## src/rtl/reg_scoreboard.sv

```systemverilog
// ---------------------------------------------------------------------------
// reg_scoreboard
//
// Tracks pending register write-backs between decode (issue) and write-back
// (retire). Each architectural register keeps a small count of issued
// instructions that still owe it a write. Decode is stalled when an enabled
// source register still has a write outstanding. Decode is also stalled when
// the destination counter has no room left. The block also keeps a
// saturating stall-cycle counter and a sticky deadlock watchdog.
//
// Ports:
//   clk, rst                   clock, synchronous active-high reset
//   id_valid                   decode presents an instruction
//   reg_rd_en1/2, reg_rd_addr1/2   source operands of that instruction
//   reg_wr_en, reg_wr_addr     destination of that instruction
//   wb_wr_en, wb_wr_addr       register write retired this cycle
//   flush                      cancel every in-flight write
//   id_stall, id_issue         combinational hold / accept for decode
//   busy_vec                   bit i set while register i has pending writes
//   stall_cnt                  saturating total of stall cycles since reset
//   deadlock                   sticky flag after STALL_LIMIT straight stalls
// ---------------------------------------------------------------------------
module reg_scoreboard #(
    parameter int REG_NUM     = 32,
    parameter int ADDR_W      = 5,
    parameter int CNT_W       = 2,
    parameter int STALL_LIMIT = 64
) (
    input  logic               clk,
    input  logic               rst,
    input  logic               id_valid,
    input  logic               reg_rd_en1,
    input  logic [ADDR_W-1:0]  reg_rd_addr1,
    input  logic               reg_rd_en2,
    input  logic [ADDR_W-1:0]  reg_rd_addr2,
    input  logic               reg_wr_en,
    input  logic [ADDR_W-1:0]  reg_wr_addr,
    input  logic               wb_wr_en,
    input  logic [ADDR_W-1:0]  wb_wr_addr,
    input  logic               flush,
    output logic               id_stall,
    output logic               id_issue,
    output logic [REG_NUM-1:0] busy_vec,
    output logic [31:0]        stall_cnt,
    output logic               deadlock
);

    localparam int              WD_W    = $clog2(STALL_LIMIT + 1);
    localparam logic [CNT_W-1:0] CNT_MAX = '1;
    localparam logic [CNT_W-1:0] CNT_ONE = CNT_W'(1);

    logic [CNT_W-1:0] cnt_q [REG_NUM];
    logic [CNT_W-1:0] cnt_d [REG_NUM];
    logic [31:0]      stall_cnt_q, stall_cnt_d;
    logic [WD_W-1:0]  wd_q, wd_d;
    logic             deadlock_q, deadlock_d;

    logic [CNT_W-1:0] rd1_cnt, rd2_cnt, wr_cnt;
    logic             src1_haz, src2_haz, dest_haz;

    // Counter lookup is a mux over the tracked registers only. Register 0
    // and any address beyond REG_NUM read as zero, so they never hazard.
    always_comb begin
        // NOTE: every combinational output gets a default before any
        // conditional assignment, so no path leaves a latch behind.
        rd1_cnt = '0;
        rd2_cnt = '0;
        wr_cnt  = '0;
        for (int i = 1; i < REG_NUM; i++) begin
            if (reg_rd_addr1 == ADDR_W'(i)) rd1_cnt = cnt_q[i];
            if (reg_rd_addr2 == ADDR_W'(i)) rd2_cnt = cnt_q[i];
            if (reg_wr_addr  == ADDR_W'(i)) wr_cnt  = cnt_q[i];
        end
    end

    // A source whose last pending write retires this very cycle is safe,
    // because the register file writes before it reads.
    assign src1_haz = reg_rd_en1 && (rd1_cnt != '0) &&
                      !(wb_wr_en && (wb_wr_addr == reg_rd_addr1) && (rd1_cnt == CNT_ONE));
    assign src2_haz = reg_rd_en2 && (rd2_cnt != '0) &&
                      !(wb_wr_en && (wb_wr_addr == reg_rd_addr2) && (rd2_cnt == CNT_ONE));
    // Saturation is judged on the registered count alone. A retire in the
    // same cycle does not free a slot until the next cycle.
    assign dest_haz = reg_wr_en && (wr_cnt == CNT_MAX);

    assign id_stall = id_valid && !flush && (src1_haz || src2_haz || dest_haz);
    assign id_issue = id_valid && !flush && !id_stall;

    always_comb begin
        logic inc, dec;
        inc = 1'b0;
        dec = 1'b0;
        for (int i = 0; i < REG_NUM; i++) cnt_d[i] = cnt_q[i];
        for (int i = 1; i < REG_NUM; i++) begin
            inc = id_issue && reg_wr_en && (reg_wr_addr == ADDR_W'(i));
            dec = wb_wr_en && (wb_wr_addr == ADDR_W'(i)) && (cnt_q[i] != '0);
            if (inc && !dec)      cnt_d[i] = cnt_q[i] + CNT_ONE;
            else if (dec && !inc) cnt_d[i] = cnt_q[i] - CNT_ONE;
        end
        if (flush) begin
            for (int i = 0; i < REG_NUM; i++) cnt_d[i] = '0;
        end
        cnt_d[0] = '0;
    end

    always_comb begin
        stall_cnt_d = stall_cnt_q;
        wd_d        = '0;
        deadlock_d  = deadlock_q;
        if (id_stall) begin
            if (stall_cnt_q != '1) stall_cnt_d = stall_cnt_q + 32'd1;
            wd_d = (wd_q == WD_W'(STALL_LIMIT)) ? wd_q : wd_q + WD_W'(1);
            // The limit is reached while this stall cycle completes.
            if (wd_q == WD_W'(STALL_LIMIT - 1)) deadlock_d = 1'b1;
        end
        if (flush) deadlock_d = 1'b0;
    end

    always_ff @(posedge clk) begin
        if (rst) begin
            // NOTE: the counter array is state that decides stalls, not
            // storage for data, so every entry is reset explicitly.
            for (int i = 0; i < REG_NUM; i++) cnt_q[i] <= '0;
            stall_cnt_q <= '0;
            wd_q        <= '0;
            deadlock_q  <= 1'b0;
        end else begin
            // NOTE: registered state uses non-blocking assignments only, so
            // every flop samples its next-state value from before the edge.
            for (int i = 0; i < REG_NUM; i++) cnt_q[i] <= cnt_d[i];
            stall_cnt_q <= stall_cnt_d;
            wd_q        <= wd_d;
            deadlock_q  <= deadlock_d;
        end
    end

    always_comb begin
        busy_vec = '0;
        for (int i = 0; i < REG_NUM; i++) busy_vec[i] = (cnt_q[i] != '0);
    end

    assign stall_cnt = stall_cnt_q;
    assign deadlock  = deadlock_q;

endmodule

```

## config.mk

```make
export PLATFORM = sky130hd
export DESIGN_NAME = reg_scoreboard
export DESIGN_NICKNAME = d
export VERILOG_FILES = /design/src/rtl/reg_scoreboard.sv
export SDC_FILE = /design/constraint.sdc
export NUM_CORES = 1
export LEC_CHECK = 0
export CORE_ASPECT_RATIO = 0.7
export CORE_MARGIN = 3
export CORE_UTILIZATION = 50
export DETAILED_ROUTE_END_ITERATION = 7
export PLACE_DENSITY = 0.74
export SYNTH_ARGS = -nofsm -noshare
export SYNTH_HDL_FRONTEND = slang
export SYNTH_SLANG_ARGS = --single-unit
```

## constraint.sdc

```tcl
create_clock -name clk -period 8.5 [get_ports clk]
set_input_delay 2.125 -clock clk [delete_from_list [all_inputs] [get_ports clk]]
set_output_delay 2.125 -clock clk [all_outputs]
set_load 0.02 [all_outputs]
```

==> metrics.yaml <==
worstSetupPathType: "in2out"
rsz0062_at_grt: "no"
coreArea_um2: 16700
avgRoutedWirePerCell_um: 23.6
htree_levels: 3
cts_sinks: 102
routabilityCongestion: 1.04
die_w_um: 164
hold_viol: 0
dieHeight_um: 117
grt_max_degree: 66
synth_edf_count: 0
dieArea_um2: 19200
synthesis.area_um2: 8770
viasPerCell: 6.58
drt_pass1_iterations: 6
synth_nets: 1236
cts_tree: "done"
cp-end-kind: "output pin"
setup_tns_ns: 0
drcViolationCount: 0
crit_arrival_ns: 5.93
dpl-instance-area_um2: 9810
fin_area_um2: 10100
finClkSkew_ns: 0.00964
maxCapViolCount: 0
worst_pin_slew_ns: 1.06
layout.cells.non_filler: 1443
cp-start-kind: "input pin"
critPathRequiredTime_ns: 6.38
ant_nets: 0
rows: 39
setup_viol_count_final: 0
cts-buffers-inserted: 9
overflow: 0
fin_crit_ns: 8.05
routed_wl_mm: 34.0
drt-initial-drc-count: 1463
hold_ws_ns: 0.489
clkLatencyLatePin_ns: 0.37
vias: 9493
drive_gt1_frac: 0.0796
pwr-share-seq: 0.434
io_buffers: 93
antenna_found_initial: 1
p_leak_nw: 3.61
clockRootBuffer: "clkbuf_16"
hold_buffers: 0
yosys_warnings: 0
grt_pass1_vias: 8363
worstPathMaxFanout: 13
synth_seq_cells: 102
ioPinCount: 95
postCtsSetupBuffers: 0
maxSlewViolCount: 0
power_mw: 1.11
maxSlewHeadroom: 0.288
diodes: 0
dpl.hpwl_mm: 25.0
max_freq_ghz: 0.124
clock_path_buffers: 2
clk_pin_slew_ns: 0.08
ys_types: 80
synthCells: 1174
post_cts_resized: 0
power_switching_share: 0.320
grt_pass1_wl_mm: 50.6
yosys_most_used_dff: "dfxtp_1"
p_sw_uw: 354
p_comb_frac: 0.183
grt_use_total: 0.350
areaGrowthSynthToFinish_pct: 15.1
hold_path_class: "reg2reg"
ys_async_sr_fraction: 0
fin_nets: 1275
syn_area_per_cell_um2: 7.47
cellPowerDensity_nw_per_um2: 110
start_util: 0.524
power.share.clock: 0.383
synth-seq-area-share: 0.233
ir_drop_v: 0.0000863
status: "finished clean"
timing.final.crit_share: 0.947
power.internal_uw: 753
dp_cells: 1427
Yosys cell counts, types with 31 or more instances:
| cell | count | area [um2] |
|---|---|---|
| clkbuf_1 | 55 | 206 |
| or2_2 | 31 | 194 |
| or3_1 | 47 | 294 |
| xor2_1 | 70 | 613 |
| ha_1 | 34 | 425 |
| dfxtp_1 | 102 | 2040 |
| nand2_1 | 51 | 191 |
| nand3_1 | 48 | 240 |
| nor2_1 | 124 | 465 |
| nor2b_1 | 35 | 219 |
| a21oi_1 | 95 | 475 |
| o21ai_0 | 62 | 310 |
worst max-delay path, stage by stage:
cell	delay [ns]
clkdlybuf4s50_1	0.81
buf_4	0.27
or3b_2	0.56
nor3b_1	0.27
a211oi_1	0.11
o221ai_1	0.20
a2111oi_0	0.12
a311oi_1	0.59
nor4_4	0.14
nor2_1	0.12
clkdlybuf4s50_1	0.62
flip-flops by register name, indices dropped and copies added, names as in the netlist:
signal	count
cnt_q	62
deadlock	1
stall_cnt	32
wd_q	7
area by class of cell:
cell class	count	area (um2)
clock buffer	9	225
clock inverter	7	67.6
timing repair buffer	116	1140
inverter	21	78.8
sequential	102	2040
multi-input combinational	963	6270
tap	225	282
fill	1522	6640
placed cells by master (no fill, tap or decap), types with 24 or more instances in the layout:
cell,Yosys,layout
o31ai_1,24,24
nor2_1,124,124
clkdlybuf4s50_1,0,92
or3_1,47,47
nand3_1,48,48
nand4_1,28,28
nor2b_1,35,35
a21oi_1,95,95
xor2_1,70,70
nand2_1,51,51
nor3_1,30,30
ha_1,34,34
or2_2,31,31
o21ai_0,62,62
dfxtp_1,102,102
nand2b_1,27,27
final timing paths:
check	startpoint	end	cells after the start	slack, ns
min	deadlock	deadlock	1	0.49
max	reg_wr_addr[2]	id_stall	11	0.45
max reg2reg	cnt_q[0][6]	cnt_q[3][3]	13	3.22
min reg2reg	deadlock	deadlock	1	0.49
power by group through the flow:
stage	clock (mW)	sequential, mW	combinational, mW
floorplan	0	0.491	0.136
global placement	0	0.491	0.194
detailed placement	0	0.492	0.195
CTS	0.431	0.480	0.196
global route	0.450	0.480	0.215
finish	0.424	0.480	0.203
metal layers:
metal | track usage | vias up | part of all wire
met2 | 0.462 | 550 | 0.38
met5 | 0 | - | 0.00088
met3 | 0.109 | 74 | 0.12
met4 | 0.0913 | 4 | 0.024
met1 | 0.538 | 4461 | 0.47
li1 | - | 4404 | -
through the flow:
| step | util | setup slack [ns] |
|---|---|---|
| 2_1_floorplan | - | 1.93 |
| 3_3_place_gp | 0.586 | 0.535 |
| 3_5_place_dp | 0.586 | 0.526 |
| 4_1_cts | 0.603 | 0.520 |
| 5_1_grt | 0.603 | 0.257 |
| 6_report | 0.603 | 0.448 |
cell families (layout without fill, tap and decap cells):
family | after synthesis | after routing | synth area share
other | 1 | 1 | 0.000428
multiplexers | 31 | 31 | 0.0372
buffers and inverters | 109 | 153 | 0.0536
AO/OA/AOI/OAI | 300 | 300 | 0.222
adder cells (fa/ha/maj) | 34 | 34 | 0.0485
XOR/XNOR | 78 | 78 | 0.0779
flip-flops | 102 | 102 | 0.233
AND/OR/NAND/NOR | 519 | 519 | 0.328
Power figures use the tool's default switching activity.
